$ cat config.mk
export PLATFORM = sky130hd
export DESIGN_NAME = sync_fifo_v2_flat
export DESIGN_NICKNAME = d
export VERILOG_FILES = /design/src/rtl/sync_fifo_v2_if.sv /design/src/rtl/sync_fifo_v2.sv /design/src/flat_wrapper.sv
export SDC_FILE = /design/constraint.sdc
export NUM_CORES = 1
export LEC_CHECK = 0
export CAP_MARGIN = 5
export CELL_PAD_IN_SITES_DETAIL_PLACEMENT = 2
export CELL_PAD_IN_SITES_GLOBAL_PLACEMENT = 2
export CORE_UTILIZATION = 45
export CTS_CLUSTER_DIAMETER = 150
export DETAILED_ROUTE_END_ITERATION = 6
export PLACE_DENSITY = 0.86
export SKIP_LAST_GASP = 1
export SLEW_MARGIN = 20
export SYNTH_ARGS = -nofsm -noshare
export SYNTH_HDL_FRONTEND = slang
export SYNTH_SLANG_ARGS = --single-unit
$ cat constraint.sdc
create_clock -name clk -period 6.45 [get_ports clk]
set_input_delay 1.29 -clock clk [delete_from_list [all_inputs] [get_ports clk]]
set_output_delay 1.29 -clock clk [all_outputs]
set_load 0.01 [all_outputs]
$ cat src/rtl/sync_fifo_v2_if.sv
// Producer/consumer bundle for sync_fifo_v2: write/read requests in, data plus status/occupancy out.
// master = the producer/consumer side, slave = the FIFO.
interface sync_fifo_v2_if #(
   parameter int FIFO_WIDTH = 16,
   parameter int FIFO_DEPTH = 8
);
   localparam int CNT_W = $clog2(FIFO_DEPTH + 1);

   logic [FIFO_WIDTH-1:0] data_in;
   logic                  wr_en;
   logic                  rd_en;
   logic [FIFO_WIDTH-1:0] data_out;
   logic                  wr_ack;
   logic                  overflow;
   logic                  underflow;
   logic                  full;
   logic                  empty;
   logic                  almostfull;
   logic                  almostempty;
   logic [CNT_W-1:0]      count;

   modport master (
      output data_in, wr_en, rd_en,
      input  data_out, wr_ack, overflow, underflow,
      input  full, empty, almostfull, almostempty, count
   );

   modport slave (
      input  data_in, wr_en, rd_en,
      output data_out, wr_ack, overflow, underflow,
      output full, empty, almostfull, almostempty, count
   );
endinterface

$ cat src/rtl/sync_fifo_v2.sv
// Single-clock FIFO: 1-cycle registered read (first-word-fall-through when FIFO_FWFT_EN is defined),
// write visible after its edge; full rejects writes (overflow pulse), empty rejects reads (underflow pulse).
module sync_fifo_v2 #(
   parameter int FIFO_WIDTH = 16,
   parameter int FIFO_DEPTH = 8,
   parameter int AF_LEVEL   = FIFO_DEPTH - 1,
   parameter int AE_LEVEL   = 1
) (
   input logic           clk,
   input logic           rst,
   sync_fifo_v2_if.slave bus
);
   localparam int CNT_W = $clog2(FIFO_DEPTH + 1);
   localparam int PTR_W = ($clog2(FIFO_DEPTH) > 1) ? $clog2(FIFO_DEPTH) : 1;

   localparam logic [CNT_W-1:0] DEPTH_C    = CNT_W'(FIFO_DEPTH);
   localparam logic [CNT_W-1:0] AF_C       = CNT_W'(AF_LEVEL);
   localparam logic [CNT_W-1:0] AE_C       = CNT_W'(AE_LEVEL);
   localparam logic [PTR_W-1:0] PTR_LAST_C = PTR_W'(FIFO_DEPTH - 1);

   if (!(FIFO_WIDTH >= 1 && FIFO_DEPTH >= 2 && AE_LEVEL >= 1 &&
         AE_LEVEL < AF_LEVEL && AF_LEVEL <= FIFO_DEPTH - 1)) begin : g_bad_params
      $error("sync_fifo_v2: need 1 <= AE_LEVEL < AF_LEVEL <= FIFO_DEPTH-1, FIFO_DEPTH >= 2, FIFO_WIDTH >= 1");
   end

   logic [FIFO_WIDTH-1:0] mem [FIFO_DEPTH];
   logic [PTR_W-1:0]      wr_ptr;
   logic [PTR_W-1:0]      rd_ptr;
   logic [CNT_W-1:0]      count;
   logic                  wr_ack;
   logic                  overflow;
   logic                  underflow;
   logic                  full;
   logic                  empty;
   logic                  wr_acc;
   logic                  rd_acc;

   // Flags come straight from the registered count, so acceptance never depends
   // on this cycle's requests and no input reaches an output combinationally.
   assign full   = (count == DEPTH_C);
   assign empty  = (count == '0);
   assign wr_acc = bus.wr_en && !full;
   assign rd_acc = bus.rd_en && !empty;

   always_ff @(posedge clk) begin
      if (rst) begin
         wr_ptr    <= '0;
         rd_ptr    <= '0;
         count     <= '0;
         wr_ack    <= 1'b0;
         overflow  <= 1'b0;
         underflow <= 1'b0;
      end else begin
         wr_ack    <= wr_acc;
         overflow  <= bus.wr_en && full;
         underflow <= bus.rd_en && empty;

         if (wr_acc) begin
            wr_ptr <= (wr_ptr == PTR_LAST_C) ? '0 : wr_ptr + 1'b1;
         end
         if (rd_acc) begin
            rd_ptr <= (rd_ptr == PTR_LAST_C) ? '0 : rd_ptr + 1'b1;
         end

         case ({wr_acc, rd_acc})
            2'b10:   count <= count + 1'b1;
            2'b01:   count <= count - 1'b1;
            default: count <= count;
         endcase
      end
   end

   // Storage is deliberately left out of reset so it can map onto RAM.
   always_ff @(posedge clk) begin
      if (wr_acc && !rst) begin
         mem[wr_ptr] <= bus.data_in;
      end
   end

`ifdef FIFO_FWFT_EN
   assign bus.data_out = empty ? '0 : mem[rd_ptr];
`else
   logic [FIFO_WIDTH-1:0] rd_data;

   always_ff @(posedge clk) begin
      if (rst) begin
         rd_data <= '0;
      end else if (rd_acc) begin
         rd_data <= mem[rd_ptr];
      end
   end

   assign bus.data_out = rd_data;
`endif

   assign bus.wr_ack      = wr_ack;
   assign bus.overflow    = overflow;
   assign bus.underflow   = underflow;
   assign bus.full        = full;
   assign bus.empty       = empty;
   assign bus.almostfull  = (count >= AF_C) && !full;
   assign bus.almostempty = (count <= AE_C) && !empty;
   assign bus.count       = count;
endmodule

$ cat src/flat_wrapper.sv
// flat-port wrapper written by rule: the top's interface ports become plain ports
module sync_fifo_v2_flat 
#(
   parameter int FIFO_WIDTH = 16,
   parameter int FIFO_DEPTH = 8,
   parameter int AF_LEVEL   = FIFO_DEPTH - 1,
   parameter int AE_LEVEL   = 1
)
  (clk, rst, bus_data_in, bus_wr_en, bus_rd_en, bus_data_out, bus_wr_ack, bus_overflow, bus_underflow, bus_full, bus_empty, bus_almostfull, bus_almostempty, bus_count);
  sync_fifo_v2_if #(.FIFO_WIDTH(FIFO_WIDTH), .FIFO_DEPTH(FIFO_DEPTH)) bus_i ();
  input logic clk;
  input logic rst;
  input wire logic [$bits(bus_i.data_in)-1:0] bus_data_in;
  input wire logic [$bits(bus_i.wr_en)-1:0] bus_wr_en;
  input wire logic [$bits(bus_i.rd_en)-1:0] bus_rd_en;
  output wire logic [$bits(bus_i.data_out)-1:0] bus_data_out;
  output wire logic [$bits(bus_i.wr_ack)-1:0] bus_wr_ack;
  output wire logic [$bits(bus_i.overflow)-1:0] bus_overflow;
  output wire logic [$bits(bus_i.underflow)-1:0] bus_underflow;
  output wire logic [$bits(bus_i.full)-1:0] bus_full;
  output wire logic [$bits(bus_i.empty)-1:0] bus_empty;
  output wire logic [$bits(bus_i.almostfull)-1:0] bus_almostfull;
  output wire logic [$bits(bus_i.almostempty)-1:0] bus_almostempty;
  output wire logic [$bits(bus_i.count)-1:0] bus_count;
  assign bus_i.data_in = bus_data_in;
  assign bus_i.wr_en = bus_wr_en;
  assign bus_i.rd_en = bus_rd_en;
  assign bus_data_out = bus_i.data_out;
  assign bus_wr_ack = bus_i.wr_ack;
  assign bus_overflow = bus_i.overflow;
  assign bus_underflow = bus_i.underflow;
  assign bus_full = bus_i.full;
  assign bus_empty = bus_i.empty;
  assign bus_almostfull = bus_i.almostfull;
  assign bus_almostempty = bus_i.almostempty;
  assign bus_count = bus_i.count;
  sync_fifo_v2 #(.FIFO_WIDTH(FIFO_WIDTH), .FIFO_DEPTH(FIFO_DEPTH), .AF_LEVEL(AF_LEVEL), .AE_LEVEL(AE_LEVEL)) u_core (.clk(clk), .rst(rst), .bus(bus_i));
endmodule
Word level (Yosys, flattened, before mapping)

Memories as Yosys holds them, arrays and structs flattened. A register that Yosys moved wholly into a read port is not among the register bits.
Index checks and enable logic that the tools add are counted.

Add/sub/neg operators: 4
Order comparisons: 2
Eq/ne operators: 5
Mux-type cells: 5
Reductions and logical operators: 12

Operator list:

| cell                                                              | number |
|---|---|
| one-hot mux 4 bit (2 select lines)                                | 1 |
| logical AND 1 bit                                                 | 7 |
| adder 3 x 1 -> 3 bit, second input constant                       | 2 |
| equality test 3 bit, second input constant                        | 2 |
| 2-to-1 mux 3 bit                                                  | 2 |
| adder 4 x 1 -> 4 bit, second input constant                       | 1 |
| equality test 4 bit, second input constant                        | 1 |
| greater-or-equal comparator 4 x 3 -> 1 bit, second input constant | 1 |
| <= comparator 4 x 1 -> 1 bit, second input constant               | 1 |
| logical NOT 4 bit                                                 | 1 |
| subtractor 4 x 1 -> 4 bit, second input constant                  | 1 |
| logical NOT 1 bit                                                 | 3 |
| equality test 2 x 1 -> 1 bit, second input constant               | 1 |
| equality test 2 bit, second input constant                        | 1 |
| 2-to-1 mux 1 bit                                                  | 2 |
| nonzero test 2 bit                                                | 1 |

Register bits after elaboration: 13
RAM bits: 128
Input port bits: 20
Logic and storage cells: 35
Memories kept: 1

Memories:

| name       | depth | bits a word | rd ports | clocked after Yosys merged registers in | write ports | RTL line           | text |
|---|---|---|---|---|---|---|---|
| u_core.mem | 8     | 16          | 1        | 1                                       | 1           | sync_fifo_v2.sv:26 | `logic [FIFO_WIDTH-1:0] mem [FIFO_DEPTH];` |

Depth between registers and ports, before layout

Gate-level depths: netlist of run 1.

Word-level depth: 6
Gate-level depth with buffers: 10
Mapped depth without buffers: 10

Least setup slack after synthesis of run 1

No wires, ideal clock.

Path kind: input to register
From: in rst
To: mem u_core.mem[1][0], enable pin
Setup time: 0.409 ns
Arrival time: 2.784 ns
Path slack: 3.257 ns
Stages: 4
Path through: nand2b_1 -> nor2_1 -> nand2_1 -> nor3_1

Longest elaborated chain between the ends: 4

Ends and longest elaborated chain:

| what                                   | RTL line           | text |
|---|---|---|
| start, declared                        | flat_wrapper.sv:12 | `input logic rst;` |
| logical NOT 1 bit                      | sync_fifo_v2.sv:75 | `if (wr_acc && !rst) begin` |
| logical AND 1 bit                      | sync_fifo_v2.sv:75 |  |
| 2-to-1 mux 1 bit                       | sync_fifo_v2.sv:75 |  |
| 2-to-1 mux 1 bit (implied by the code) | sync_fifo_v2.sv:76 | `mem[wr_ptr] <= bus.data_in;` |
| end, declared                          | sync_fifo_v2.sv:26 |  |

No other way between the ends.

Worst setup path in the final report of run 1

From: reg u_core.count[1], in the netlist u_core.bus.count[1]
To: out bus_empty

Longest elaborated chain between the ends: 1

Ends and longest elaborated chain:

| what                   | RTL line           | text |
|---|---|---|
| start, declared        | sync_fifo_v2.sv:29 | `logic [CNT_W-1:0] count;` |
| start signal, assigned | sync_fifo_v2.sv:66 | `2'b10: count <= count + 1'b1;` |
| start signal, assigned | sync_fifo_v2.sv:67 | `2'b01: count <= count - 1'b1;` |
| start signal, assigned | sync_fifo_v2.sv:68 | `default: count <= count;` |
| logical NOT 4 bit      | sync_fifo_v2.sv:41 | `assign empty = (count == '0);` |
| end, declared          | flat_wrapper.sv:21 | `output wire logic [$bits(bus_i.empty)-1:0] bus_empty;` |

No other way between the ends.

==> flow_summary.toml, run 1 <==
[synthesis]
synth.top_cell.area_share_pct = 61.9
synth_seq_cells = 157
yosys-top-cells-count = "128 x edfxtp_1, 49 x mux2i_1, 29 x dfxtp_1"
synth_top_family_by_area = "compound AO/OA/AOI/OAI gates"
synth_area_leader_cell = "edfxtp_1"
yosys.area_share.simple_pct = 6.21
syn_area_per_cell_um2 = 16.2
synthTopCellsByArea = "edfxtp_1 62%, dfxtp_1 9.3%, mux2i_1 7.9%"
synth_warnings = 0
synthAdderAreaFrac_pct = 1.61
yosysMostFrequentCell = "edfxtp_1"
synth_fp_nets = 411
yosysSeqAreaShare_pct = 71.2
synth_edf_count = 128
synth_cell_types = 39
synth_area_um2 = 6210
synth_compound_gate_area_share_pct = 9.81
synth.area.mux_share_pct = 7.90
async_reset_ff_share_pct = 0
syn_inst = 383
synthXorXnorAreaFrac_pct = 0.423
synthFlopType = "edfxtp_1"

[global_routing]
antenna_found_initial = 0
grt_pass1_vias = 4176
grt_pass1_wl_um = 26800
track_usage_pct = 26.9
grt_overflow_total = 0
grt_start_max_net_pins = 53

[timing]
tightest_slew_ns = 1.02
slew_headroom_pct = 31.6
fmax_ghz = 0.281
fin_crit_ns = 3.56
finalSetupViolCount = 0
fin_skew_ns = 0.0156
holdWs_ns = 0.500
fin_setup_tns_ns = 0
hold_violations = 0
rsz0062_at_grt = "no"
period_share_pct = 55.2
finalMaxSlewViolations = 0

[placed_design]
dp_cells = 595
hpwlAfterDp_um = 10300
port-buffer-count = 46
gp_congestion = 0.702

[route]
vias = 3698
drc = 0
drtIter0Drc = 254
via_per_inst = 5.90
wl_per_cell_um = 28.5
final_antenna_net_count = 0
drtPass1Iterations = 4
finalWirelength_um = 17900

[clock_tree]
cts_hold_buffers = 0
clk_latency_ns = 0.44
cts-buffers-inserted = 17
cts_setup_buffers = 0
cts_resized = 0
htreeDepth = 4
clock-sinks = 157
cts_tree = "done"
clockBufferDepth = 2
cts_root_buf = "clkbuf_16"
clk_pin_slew_ns = 0.07

[finish]
final_nets = 466
seqCellArea_um2 = 4430
multi_input_comb_area_um2 = 1620
diodes = 0
finalNonFillerCells = 627
fill_cells = 1202
syn_to_final_growth_pct = 18.7
drive_gt1_share_pct = 13.5
fin_util_pct = 55.2

[die]
initial_utilization_pct = 46.5
rows = 42
die-area_um2 = 14300
dieHeight_um = 119
core_um2 = 13300
die_w_um = 119
io_pins = 47

[setup_path]
r2r-start = "u_core.bus.count[0]"
criticalPathCategory = "reg -> out"
critPathLaunch = "u_core.bus.count[1]"
rr_worst_depth = 10
critical_path_arrival_ns = 2.27
cp_data_required_time_ns = 5.16
crit_path_start_kind = "flop"
cp-end-kind = "output port"
worst-path-max-fanout = 5

[min_path]
min_path_type = "reg -> reg"
whs_path_depth = 1
hp-start = "u_core.bus.data_out[7]"

[power]
peakVddDrop_mv = 0.229
power_density_nw_per_um2 = 365
p_leak_uw = 0.00238

[flow_run]
max_cap_violations = 0

[status]
status = "completed"
-- critical path, cell delays in order, from the launching register on --
cell             delay (ns)
dfxtp_1                0.34
inv_1                  0.13
ha_1                   0.30
or3b_4                 0.46
inv_2                  0.08
clkdlybuf4s50_1        0.53
-- placed cells by master (no fill, tap or decap), types with 3 or more instances in the layout --
cell type | synthesis | final
clkinv_2 | 0 | 7
clkdlybuf4s50_1 | 0 | 46
clkbuf_1 | 4 | 5
edfxtp_1 | 128 | 128
mux2i_1 | 49 | 49
or3_1 | 4 | 4
a21oi_1 | 12 | 12
a32o_1 | 16 | 16
a211oi_1 | 7 | 7
nor2b_1 | 17 | 16
dfxtp_1 | 29 | 28
a31oi_1 | 15 | 15
ha_1 | 8 | 8
clkbuf_16 | 0 | 17
nor2_1 | 12 | 12
inv_1 | 3 | 3
buf_4 | 3 | 10
nand2_1 | 10 | 10
nand2b_1 | 4 | 4
a22oi_1 | 15 | 15
a211oi_2 | 10 | 10
-- path summary, 6_finish.rpt --
check / slack, ns / end
hold reg to reg: 0.50 / u_core.bus.data_out[7]
setup / recovery: 2.89 / bus_empty
setup reg to reg: 3.82 / u_core.bus.count[3]
hold / removal: 0.50 / u_core.bus.data_out[7]
-- state kept, by name, indices dropped and copies added (netlist names) --
signal	count
u_core.mem	128
u_core.bus.underflow	1
u_core.bus.count	4
u_core.bus.data_out	16
u_core.wr_ptr	3
u_core.bus.overflow	1
u_core.bus.wr_ack	1
u_core.rd_ptr	3
-- layer usage --
metal  vias up  track usage [%]  routed length [µm]
li1       1612                -                   -
met3        33             7.57                 776
met4         0             10.0                 380
met1      1946             30.9                7020
met5         -                0                   0
met2       107             47.5                9690
-- through the flow --
| step | total power [µW] | instance area (µm²) | setup WS [ns] |
|---|---|---|---|
| final | 2690 | 7370 | 2.89 |
| after global routing | 2780 | 7370 | 2.82 |
| after CTS | 2710 | 7370 | 2.87 |
| after detailed placement | 1790 | 6860 | 2.76 |
| after global placement | 1730 | 6830 | 2.97 |
| after floorplan | 1570 | 6210 | 3.26 |
-- power breakdown --
part	total (µW)	internal [µW]	leakage (µW)	switching, µW
sequential	1230	1160	0.00139	79.4
combinational	548	252	0.000730	296
clock	907	507	0.000257	399
-- cell type report --
cell class | count | share of cell area, %
flip-flops and latches | 157 | 60.1
multi-input cells | 199 | 22.0
repair buffers | 57 | 7.64
clock buffers | 24 | 6.40
well taps | 176 | 2.99
clock inverters | 8 | 0.577
inverters | 6 | 0.340
-- cells by family (layout without fill, tap and decap cells) --
logic type,count (synthesis),after routing
simple gates,63,63
compound gates,76,76
mux,49,49
fa+ha+maj,8,8
buf+inv,27,95
xor+xnor,3,3
flops,157,157
(Power assumes the default switching activity.)
==> run 2: changes to the inputs <==
CORE_UTILIZATION = 43   (was 45)
PLACE_DENSITY = 0.83   (was 0.86)
clock period = 3.5 ns   (was 6.45 ns; I/O delays follow)
==> run 2 against run 1 <==
Compared with the run above: global-route usage shrank 3.0 points; clock skew shrank 0.0072 ns; critical path type unchanged; highest routed layer unchanged; worst hold slack lost 0.034 ns; final cell count grew 1.3%; critical endpoint unchanged; sequential power grew 88%.
==> flow_summary.toml, run 2 (synthesized netlist as in run 1, its figures left out) <==
[status]
status = "completed"

[route]
vias = 3666
drtPass1Iterations = 6
drc = 0
finalWirelength_um = 16400
wl_per_cell_um = 25.8
final_antenna_net_count = 0
drtIter0Drc = 221
via_per_inst = 5.77

[global_routing]
antenna_found_initial = 0
grt_overflow_total = 0
grt_busiest_layer = "met2"
grt_pass1_vias = 4035
grtUsageMet2_pct = 42.1
track_usage_pct = 23.9
grt_util_met1_pct = 30.0
use_met3_pct = 3.42
grt_start_max_net_pins = 55
grt_pass1_wl_um = 24800

[timing]
fmax_ghz = 0.344
finalMaxSlewViolations = 0
finalSetupViolCount = 0
tightest_slew_ns = 0.874
fin_crit_ns = 2.91
period_share_pct = 83.0
slew_headroom_pct = 41.8
fin_skew_ns = 0.00838
fin_setup_tns_ns = 0
rsz0062_at_grt = "no"
holdWs_ns = 0.466
hold_violations = 0

[clock_tree]
cts_root_buf = "clkbuf_16"
clk_pin_slew_ns = 0.06
htreeDepth = 4
clock-sinks = 157
clockBufferDepth = 2
cts_hold_buffers = 0
cts_setup_buffers = 0
cts_resized = 0
cts_tree = "done"
clk_latency_ns = 0.42
cts-buffers-inserted = 17

[finish]
fill_cells = 1271
drive_gt1_share_pct = 14.7
final_nets = 470
final_common_cell = "edfxtp_1"
largest_reg_flops = 128
multi_input_comb_area_um2 = 1620
seqCellArea_um2 = 4430
final_cell_mix = "128 x edfxtp_1, 49 x mux2i_1, 46 x clkdlybuf4s50_1"
regMostFlops = "u_core.mem"
diodes = 0
syn_to_final_growth_pct = 21.0

[setup_path]
worst-path-max-fanout = 5
cp-end-kind = "output port"
critPathBufInv = 3
cp_data_required_time_ns = 2.80
crit_family = "buffers and inverters"
critical_path_arrival_ns = 2.21
rr_worst_depth = 10
cp.depth = 5
criticalPathCategory = "reg -> out"
max_stage_delay_ns = 0.53
crit_chain = "inv_1 > ha_1 > or3b_4 > inv_2 > clkdlybuf4s50_1"
crit_slowest_cell = "clkdlybuf4s50_1"
crit_path_start_kind = "flop"

[power]
p_leak_uw = 0.00245
power_density_nw_per_um2 = 691
seqPwrFrac_pct = 44.4
power_switching_uw = 1380
comb_power_share_pct = 18.1
p_int_uw = 3810
power_frac_clock_pct = 37.4
peakVddDrop_mv = 0.407
switching_share_pct = 26.6

[min_path]
min_path_type = "reg -> reg"
whs_path_depth = 1

[flow_run]
max_cap_violations = 0

[die]
core_um2 = 14000
io_pins = 47
dieHeight_um = 122
initial_utilization_pct = 44.4
rows = 43
die-area_um2 = 14900
die_w_um = 122

[placed_design]
hpwlAfterDp_um = 9850
port-buffer-count = 46
gp_congestion = 0.674
run 2: layout make-up:
type,instances,area share [%]
multi-input cells,199,21.5
repair buffers,61,7.79
flip-flops and latches,157,58.9
inverters,6,0.333
clock inverters,8,1.33
clock buffers,24,7.13
well taps,180,3.00
run 2: worst paths after layout:
check                          startpoint                      end  slack [ns]
setup / recovery      u_core.bus.count[1]                bus_empty        0.59
hold / removal    u_core.bus.data_out[12]  u_core.bus.data_out[12]        0.47
setup reg to reg      u_core.bus.count[0]      u_core.bus.count[3]        1.01
hold reg to reg   u_core.bus.data_out[12]  u_core.bus.data_out[12]        0.47
run 2: per-stage QoR:
step | cell area (µm²) | worst slack (ns) | instances | total power [µW] | utilization (%)
after floorplan | 6210 | 0.718 | 383 | 2890 | -
after global placement | 6880 | 0.936 | 603 | 3210 | 49.2
after detailed placement | 6880 | 0.830 | 603 | 3270 | 49.2
after CTS | 7520 | 0.583 | 635 | 5230 | 53.7
after global routing | 7520 | 0.517 | 635 | 5350 | 53.7
final | 7520 | 0.595 | 635 | 5190 | 53.7
run 2: metal layers:
metal  wire [µm]  part of all wire, %
met1        6940                   42
met2        8670                   53
met3         524                  3.2
met4         264                  1.6
met5           0                    0
run 2: power groups by stage:
stage,logic (µW),registers [µW],clock network [µW]
after floorplan,635,2250,0
after global placement,885,2330,0
after detailed placement,931,2340,0
after CTS,956,2310,1960
after global routing,1010,2320,2020
final,941,2310,1940
